$ cat src/rtl/csm_pkg.sv
// Shared sequencer/stack definitions: stack op encodings
// and per-op operand requirements.
package csm_pkg;

   typedef enum logic [2:0] {
      STK_NOP  = 3'd0,
      STK_PUSH = 3'd1,
      STK_POP  = 3'd2,
      STK_REPL = 3'd3,
      STK_RPOP = 3'd4,
      STK_SWAP = 3'd5,
      STK_DUP  = 3'd6,
      STK_OVER = 3'd7
   } stk_op_e;

   localparam int unsigned DEPTH_W = 6;

   // Items that must already be on the stack for the op to proceed
   function automatic logic [DEPTH_W-1:0] stk_need(input stk_op_e op);
      logic [DEPTH_W-1:0] n;
      case (op)
         STK_POP,
         STK_REPL,
         STK_DUP:  n = 6'd1;
         STK_RPOP,
         STK_SWAP,
         STK_OVER: n = 6'd2;
         default:  n = 6'd0;
      endcase
      return n;
   endfunction

   function automatic logic stk_grows(input stk_op_e op);
      return (op == STK_PUSH) || (op == STK_DUP) ||
             (op == STK_OVER);
   endfunction

endpackage

$ cat src/rtl/stack_mem.sv
// Spill storage for stack cells below NOS: pointer-indexed
// synchronous write, registered top-of-memory read.
module stack_mem #(
   parameter int unsigned WIDTH = 16,
   parameter int unsigned N     = 10
) (
   input  logic             i_clk,
   input  logic             i_rst_n,
   input  logic             i_push,
   input  logic             i_pop,
   input  logic             i_clear,
   input  logic [WIDTH-1:0] i_wdata,
   output logic [WIDTH-1:0] o_top
);

   localparam int unsigned AW = (N < 2) ? 1 : $clog2(N);
   localparam int unsigned PW = $clog2(N + 2);

   logic [WIDTH-1:0] mem_q [N];
   logic [PW-1:0]    ptr_q, ptr_d;
   logic [WIDTH-1:0] top_q, top_d;
   logic [AW-1:0]    wr_idx, rd_idx;

   always_comb begin
      ptr_d  = ptr_q;
      top_d  = top_q;
      wr_idx = AW'(ptr_q);
      rd_idx = AW'(ptr_q - PW'(2));
      if (i_clear) begin
         ptr_d = '0;
         top_d = '0;
      end else if (i_push) begin
         ptr_d = ptr_q + PW'(1);
         top_d = i_wdata;
      end else if (i_pop) begin
         ptr_d = ptr_q - PW'(1);
         // Emptied memory presents 0 so NOS reads 0 beyond depth
         top_d = (ptr_q >= PW'(2)) ? mem_q[rd_idx] : '0;
      end
   end

   always_ff @(posedge i_clk) begin
      if (i_push && !i_clear) begin
         mem_q[wr_idx] <= i_wdata;
      end
   end

   always_ff @(posedge i_clk or negedge i_rst_n) begin
      if (!i_rst_n) begin
         ptr_q <= '0;
         top_q <= '0;
      end else begin
         ptr_q <= ptr_d;
         top_q <= top_d;
      end
   end

   assign o_top = top_q;

endmodule

$ cat src/rtl/data_stack.sv
// Data stack with TOS/NOS registers feeding the ALU, spill
// memory below, and sticky under/overflow flags.
module data_stack
   import csm_pkg::*;
#(
   parameter int unsigned WIDTH = 16,
   parameter int unsigned DEPTH = 12
) (
   input  logic             i_clk,
   input  logic             i_rst_n,
   input  logic [2:0]       i_op,
   input  logic [WIDTH-1:0] i_data,
   input  logic             i_clear,
   output logic [WIDTH-1:0] o_tos,
   output logic [WIDTH-1:0] o_nos,
   output logic [5:0]       o_depth,
   output logic             o_underflow,
   output logic             o_overflow
);

   localparam logic [5:0] DMAX = 6'(DEPTH);

   stk_op_e          op;
   logic [WIDTH-1:0] tos_q, tos_d;
   logic [WIDTH-1:0] nos_q, nos_d;
   logic [5:0]       depth_q, depth_d;
   logic             unf_q, unf_d;
   logic             ovf_q, ovf_d;
   logic             mem_push, mem_pop;
   logic [WIDTH-1:0] mem_top;

   assign op = stk_op_e'(i_op);

   always_comb begin
      tos_d    = tos_q;
      nos_d    = nos_q;
      depth_d  = depth_q;
      unf_d    = unf_q;
      ovf_d    = ovf_q;
      mem_push = 1'b0;
      mem_pop  = 1'b0;
      if (i_clear) begin
         tos_d   = '0;
         nos_d   = '0;
         depth_d = '0;
         unf_d   = 1'b0;
         ovf_d   = 1'b0;
      end else if (depth_q < stk_need(op)) begin
         unf_d = 1'b1;
      end else if (stk_grows(op) && depth_q == DMAX) begin
         ovf_d = 1'b1;
      end else begin
         unique case (op)
            STK_PUSH: begin
               tos_d    = i_data;
               nos_d    = tos_q;
               depth_d  = depth_q + 6'd1;
               mem_push = depth_q >= 6'd2;
            end
            STK_POP: begin
               tos_d   = nos_q;
               nos_d   = mem_top;
               depth_d = depth_q - 6'd1;
               mem_pop = depth_q >= 6'd3;
            end
            STK_REPL: tos_d = i_data;
            STK_RPOP: begin
               tos_d   = i_data;
               nos_d   = mem_top;
               depth_d = depth_q - 6'd1;
               mem_pop = depth_q >= 6'd3;
            end
            STK_SWAP: begin
               tos_d = nos_q;
               nos_d = tos_q;
            end
            STK_DUP: begin
               nos_d    = tos_q;
               depth_d  = depth_q + 6'd1;
               mem_push = depth_q >= 6'd2;
            end
            STK_OVER: begin
               tos_d    = nos_q;
               nos_d    = tos_q;
               depth_d  = depth_q + 6'd1;
               mem_push = 1'b1;
            end
            default: ;
         endcase
      end
   end

   always_ff @(posedge i_clk or negedge i_rst_n) begin
      if (!i_rst_n) begin
         tos_q   <= '0;
         nos_q   <= '0;
         depth_q <= '0;
         unf_q   <= 1'b0;
         ovf_q   <= 1'b0;
      end else begin
         tos_q   <= tos_d;
         nos_q   <= nos_d;
         depth_q <= depth_d;
         unf_q   <= unf_d;
         ovf_q   <= ovf_d;
      end
   end

   stack_mem #(
      .WIDTH (WIDTH),
      .N     (DEPTH - 2)
   ) u_mem (
      .i_clk   (i_clk),
      .i_rst_n (i_rst_n),
      .i_push  (mem_push),
      .i_pop   (mem_pop),
      .i_clear (i_clear),
      .i_wdata (nos_q),
      .o_top   (mem_top)
   );

   assign o_tos       = tos_q;
   assign o_nos       = nos_q;
   assign o_depth     = depth_q;
   assign o_underflow = unf_q;
   assign o_overflow  = ovf_q;

endmodule
$ cat config.mk
export PLATFORM = sky130hd
export DESIGN_NAME = data_stack
export DESIGN_NICKNAME = d
export VERILOG_FILES = /design/src/rtl/csm_pkg.sv /design/src/rtl/stack_mem.sv /design/src/rtl/data_stack.sv
export SDC_FILE = /design/constraint.sdc
export NUM_CORES = 1
export LEC_CHECK = 0
export ABC_AREA = 1
export CAP_MARGIN = 20
export CELL_PAD_IN_SITES_DETAIL_PLACEMENT = 2
export CELL_PAD_IN_SITES_GLOBAL_PLACEMENT = 2
export CORE_MARGIN = 2
export CORE_UTILIZATION = 34
export CTS_CLUSTER_DIAMETER = 120
export DETAILED_ROUTE_END_ITERATION = 16
export GPL_ROUTABILITY_DRIVEN = 0
export PLACE_DENSITY = 0.86
export SLEW_MARGIN = 20
export SYNTH_ARGS = -nofsm -noshare
export SYNTH_HDL_FRONTEND = slang
export SYNTH_SLANG_ARGS = --single-unit
$ cat constraint.sdc
create_clock -name i_clk -period 3.1 [get_ports i_clk]
set_clock_uncertainty 0.2 [all_clocks]
set_input_delay 0.62 -clock i_clk [delete_from_list [all_inputs] [get_ports i_clk]]
set_output_delay 0.62 -clock i_clk [all_outputs]
set_load 0.005 [all_outputs]
==> flow_summary.toml, run 1 <==
[clock_network]
clk_root_buffer_cell = "clkbuf_16"
cts_made_buffers = 24
holdBufCountCts = 0
clk_latency_ns = 0.53
cts_tree = "yes"
postCtsSetupRepairBufs = 0
h-tree-depth = 1
cts.path.max_buffers = 3
cts_num_sinks = 220
clk_pin_slew_ns = 0.06
post_cts_resized = 1

[global_routing]
antenna_found_initial = 0
grt_max_degree = 87
grt.total_usage_pct = 24.2
grt_pass1_vias = 9407
grt_pass1_wl_mm = 56.8
overflow = 0

[sta]
fin_tns_setup_ns = 0
fin_crit_sh_pct = 93.9
finalHoldViolCount = 0
fmax_ghz = 0.343
finalMaxSlewViolations = 0
setup_viol_count_final = 0
worst_pin_slew_ns = 0.850
rsz0062_at_grt = "false"
finalCriticalPeriod_ns = 2.91
maxSlewHeadroom_pct = 43.4

[synth]
syn_inst = 1072
synth.area.top_cells = "edfxtp_1 48%, dfrtp_1 15%, nand2_1 15%, nand3_1 3.7%, nor2_1 3.4%"
syn_nets = 1104
synth.largest_area_cell = "edfxtp_1"
avgSynthCellArea_um2 = 9.36
synthDistinctLibCells = 29
yosysSeqAreaShare_pct = 62.9
synth_warnings = 0
synth_area_um2 = 10000
ys_ff_latch = 220
synth_top_area_share_pct = 47.9

[setup_path]
path_cells = "clkdlybuf4s50_1 -> buf_4 -> nand3_1 -> nand2_1 -> o21ai_0 -> nor2_2 -> nand3_2 -> ha_1 -> a21oi_1 -> nand2_1 -> xor2_1 -> xnor2_1 -> o21ai_1"
crit_path_end_kind = "flop"
worstPathRequired_ns = 3.30
cp_slowest_cell = "clkdlybuf4s50_1"
crit_fanout = 6
arrival_ns = 3.11
max_stage_delay_ns = 0.47
path_class = "in2reg"
startpoint_type = "input port"
crit_top_cell = "nand2_1"

[placed_design]
dp_hpwl_mm = 22.4
portBuffers = 61
place_inst = 1507

[worst_hold_path]
hold_class = "in2async"

[floorplanning]
start_util_pct = 34.8
die_w_um = 176
design.core.area_um2 = 28900
dieArea_um2 = 30900
rows = 62
ios = 62
die_y_um = 176

[route]
post_drt_via_cell_ratio = 5.33
vias = 8267
wirelength_mm = 36.5
antenna_left = 0
avgRoutedWirePerCell_um = 23.5
drtPass1Iterations = 5
drt_iter0_drc = 454
drc = 0

[power_and_ir_drop]
p_leak_nw = 5.13
powerDensity_nw_per_um2 = 939
ir_worst_vdd_v = 0.000449
finalPower_mw = 11.4

[final_layout]
fin_nets = 1181
fillers = 3071
diodes = 0
final_cells = 1551
area_growth_pct = 21.5
layout-drive-gt1-share_pct = 9.00

[job]
maxCapViolations = 0

[status]
status = "completed"
through the flow:
| step | setup slack (ns) | util [%] | cell area (um^2) | hold WS [ns] |
|---|---|---|---|---|
| CTS | 0.132 | 42.2 | 12200 | 0.0989 |
| detailed placement | -0.272 | 39.6 | 11400 | 0.317 |
| global route | 0.0315 | 42.2 | 12200 | 0.127 |
| global placement | -0.0226 | 39.6 | 11400 | 0.308 |
| floorplan | -0.269 | - | 10000 | 0.124 |
| finish | 0.188 | 42.2 | 12200 | 0.0654 |
cell usage after synthesis (all sizes together):
cell type and number:
o22ai 2, nand4 16, dfrtp 60, nand2 397, inv 73, edfxtp 160, nand3 78, xor2 6
ha 8, o21ai 63, a21oi 42, buf 31, xnor2 3, nor2 93, or2 1, a21boi 1
fa 2, clkbuf 26, nor3 10
critical path, delay by kind of cell:
| kind | cells | cell delay, ns |
|---|---|---|
| AOI/OAI and AO/OA | 3 | 0.42 |
| adders and majority gates | 1 | 0.38 |
| and+or+nand+nor | 5 | 0.68 |
| buffers and inverters | 2 | 0.62 |
| xor gates and xnor gates | 2 | 0.39 |
power breakdown:
| part | switching [mW] | leakage, nW | internal (mW) | total (mW) |
|---|---|---|---|---|
| combinational | 3.13 | 2.52 | 1.40 | 4.53 |
| clock | 1.24 | 0.367 | 1.61 | 2.85 |
| sequential | 0.405 | 2.24 | 3.66 | 4.07 |
| total | 4.78 | 5.13 | 6.67 | 11.4 |
kinds of logic (layout without fill, tap and decap cells):
kind of cell / after synthesis / count (layout) / share of synthesized area, %
compound gates: 108 / 108 / 5.51
buf+inv: 130 / 225 / 5.31
flops: 220 / 220 / 62.9
simple gates: 595 / 595 / 24.1
xor+xnor: 9 / 9 / 0.861
fa+ha+maj: 10 / 10 / 1.40
worst paths after layout:
| kind | startpoint | to | slack, ns | cells after the start |
|---|---|---|---|---|
| max in group asynchronous | i_rst_n | u_mem.ptr_q[0] | 2.00 | 2 |
| hold reg to reg | u_mem.o_top[9] | u_mem.o_top[9] | 0.33 | 2 |
| min in group i_clk | u_mem.o_top[9] | u_mem.o_top[9] | 0.33 | 2 |
| hold / removal | i_rst_n | o_tos[13] | 0.07 | 2 |
| setup reg to reg | o_depth[0] | u_mem.ptr_q[3] | 0.23 | 11 |
| setup / recovery | i_op[0] | u_mem.ptr_q[3] | 0.19 | 13 |
layout make-up:
cell class	instances	area [um^2]	area share, %
Clock buffer	40	733	6.02
Clock inverter	4	21.3	0.175
Inverter	73	274	2.25
Multi-Input combinational cell	722	3260	26.8
Sequential cell	220	6310	51.8
Tap cell	384	480	3.94
Timing Repair Buffer	108	1110	9.10
cells in the final DEF (no fill, tap or decap), types with 2 or more instances in the layout:
master	netlist	final
a21oi_1	42	42
buf_12	0	12
buf_4	4	35
clkbuf_1	26	11
clkbuf_16	0	26
clkbuf_8	0	3
clkdlybuf4s50_1	0	60
clkinv_1	0	2
dfrtp_1	60	59
edfxtp_1	160	160
fa_1	2	2
ha_1	8	8
inv_1	70	69
inv_2	3	4
nand2_1	396	396
nand3_1	75	74
nand3_2	2	3
nand4_1	16	16
nor2_1	92	92
nor3_2	0	10
o21ai_0	46	46
o21ai_1	15	14
o21ai_2	2	3
o22ai_1	2	2
xnor2_1	2	2
xor2_1	6	6
sequential cells by signal, summed over array words and instances, names as in the netlist:
register and cells:
o_nos 16, o_underflow 1, u_mem.mem_q 160, o_tos 16, u_mem.o_top 16, u_mem.ptr_q 4
o_depth 6, o_overflow 1
routing by layer:
layer / wire length, um / vias up / GRT usage [%]
met3: 1560 / 84 / 3.23
li1: - / 3671 / -
met2: 18700 / 230 / 43.5
met4: 1230 / 0 / 9.23
met5: 0 / - / 0
met1: 15000 / 4282 / 29.4
Power figures use the tool's default switching activity.
==> run 2: changes to the inputs <==
Settings changed: REMOVE_ABC_BUFFERS from default to 1.
==> run 2 against run 1 <==
  * Register-to-register slack worse by 0.04 ns
  * Critical path depth is 3 lower
  * Global-route usage is 0.70 points lower
  * Sequential cell count stayed put
  * Sequential share of layout area is 0.23 points lower
  * Combinational power hardly changed
  * Clock power hardly changed
  * First-iteration DRC count is 35% higher
  * Via count is 1.8% lower
  * Maximum frequency is 0.22% higher
  * Critical path type is now reg2reg
==> flow_summary.toml, run 2 (synthesis results as in run 1) <==
[final_layout]
fin_nets = 1188
diodes = 0
largest_register = "u_mem.mem_q"
final_cells = 1558
layout_commonest_cell = "nand2_1"
fillers = 3093
final_util_pct = 42.4
final_cell_mix = "396 x nand2_1, 160 x edfxtp_1, 92 x nor2_1"
largest_reg_flops = 160
layout-drive-gt1-share_pct = 9.45
finish.instance_area_um2 = 12200
area_growth_pct = 22.0

[sta]
finalMaxSlewViolations = 0
maxSlewHeadroom_pct = 43.4
worst_pin_slew_ns = 0.848
rsz0062_at_grt = "false"
finalCriticalPeriod_ns = 2.91
setup_viol_count_final = 0
fin_crit_sh_pct = 93.7
finalHoldViolCount = 0
worst_slack_ns = 0.195
fmax_ghz = 0.344

[setup_path]
arrival_ns = 3.12
crit_path_end_kind = "flop"
max_stage_delay_ns = 0.59
r2r_start = "u_mem.ptr_q[2]"
worst_r2r_endpoint = "u_mem.o_top[2]"
path_cells = "inv_1 -> ha_1 -> xnor2_4 -> inv_1 -> nand2_1 -> nand2_1 -> inv_1 -> nor2_1 -> nor2_1 -> nor2_1"
startpoint_type = "flop"
crit_fanout = 17
cp_slowest_cell = "xnor2_4"
reg2reg_setup_slack_ns = 0.19
path_buf_inv = 3
ff2ff_path_depth = 10
path_class = "reg2reg"
worstPathRequired_ns = 3.31
cp_top_family = "buffers and inverters"

[worst_hold_path]
holdPathStages = 2
hold_class = "reg2reg"
min_from = "u_mem.o_top[11]"
hold_end = "u_mem.o_top[11]"

[clock_network]
cts_made_buffers = 25
clk_latency_ns = 0.53
cts_tree = "yes"
h-tree-depth = 1
clk_pin_slew_ns = 0.06
cts_num_sinks = 220
postCtsSetupRepairBufs = 0
cts.path.max_buffers = 3
clk_root_buffer_cell = "clkbuf_16"

[placed_design]
place_inst = 1512
post-place-ws_ns = -0.175
portBuffers = 61
placed_area_um2 = 11500
dp_hpwl_mm = 22.2

[global_routing]
grt_max_degree = 87
grt_pass1_vias = 9423
antenna_found_initial = 0
grt_pass1_wl_mm = 55.7
grt.total_usage_pct = 23.5
overflow = 0

[route]
post_drt_via_cell_ratio = 5.21
vias = 8121
antenna_left = 0
drt_iter0_drc = 613
avgRoutedWirePerCell_um = 22.6
drc = 0
wirelength_mm = 35.2
drtPass1Iterations = 5

[floorplanning]
dieArea_um2 = 30900
die_w_um = 176
start_util_pct = 34.8
ios = 62
rows = 62
design.core.area_um2 = 28900
die_y_um = 176

[status]
status = "completed"

[power_and_ir_drop]
p_leak_nw = 5.17
ir_worst_vdd_v = 0.000379
powerDensity_nw_per_um2 = 932

[job]
maxCapViolations = 0
-- run 2: cell count changes in the layout (fill, tap and decap cells not counted), sizes merged --
cell         before  now
clkinv            3    4
buf              48   53
dlygate4sd3       0    1
bufinv            0    1
inv              74   73
-- run 2: final cells by class --
| class | count | area [um^2] | area share, % |
|---|---|---|---|
| clock inverter | 5 | 53.8 | 0.439 |
| timing repair buffer | 114 | 1160 | 9.44 |
| multi-input combinational | 722 | 3260 | 26.6 |
| sequential | 220 | 6310 | 51.5 |
| tap | 384 | 480 | 3.92 |
| inverter | 73 | 274 | 2.24 |
| clock buffer | 40 | 712 | 5.82 |
-- run 2: worst reg2reg max path, stage by stage (launching register included) --
cell	delay, ns
dfrtp_1	0.40
inv_1	0.11
ha_1	0.26
xnor2_4	0.59
inv_1	0.52
nand2_1	0.23
nand2_1	0.12
inv_1	0.09
nor2_1	0.06
nor2_1	0.15
nor2_1	0.07
-- run 2: how the worst max path moves through the flow --
stage                   start  cells after the start                end
3_5_place_dp          i_op[1]                     12     u_mem.ptr_q[2]
4_1_cts        u_mem.ptr_q[2]                     10     u_mem.o_top[2]
3_3_place_gp          i_op[1]                     12     u_mem.ptr_q[2]
2_1_floorplan  u_mem.ptr_q[0]                      3  u_mem.mem_q[0][0]
6_report       u_mem.ptr_q[2]                     10     u_mem.o_top[2]
5_1_grt               i_op[0]                     13     u_mem.ptr_q[3]
-- run 2: report_power, final --
part | internal (mW) | total [mW] | switching, mW | leakage (nW)
combinational | 1.42 | 4.52 | 3.10 | 2.56
clock | 1.65 | 2.84 | 1.19 | 0.374
sequential | 3.66 | 4.05 | 0.389 | 2.24
-- run 2: through the flow --
step	TNS [ns]	hold WS [ns]	power [mW]
3_5_place_dp	-6.05	0.308	8.43
6_report	0	0.319	11.4
2_1_floorplan	-137.23	0.124	6.33
4_1_cts	0	0.323	11.5
3_3_place_gp	0	0.299	8.06
5_1_grt	0	0.352	12.1
-- run 2: layer usage --
layer	up-vias	GRT usage [%]	wire, um	share of wire (%)
li1	3688	-	-	-
met5	-	0	0	0
met4	0	8.06	1120	3.2
met3	83	2.68	1360	3.8
met2	203	42.3	18000	51
met1	4147	29.2	14700	42
-- run 2: timing repair --
action,4_1_cts,5_1_grt
hold buffers,1,0
gates resized for setup,1,0
hold endpoints to repair,25,0
endpoints found under the setup margin,16,0
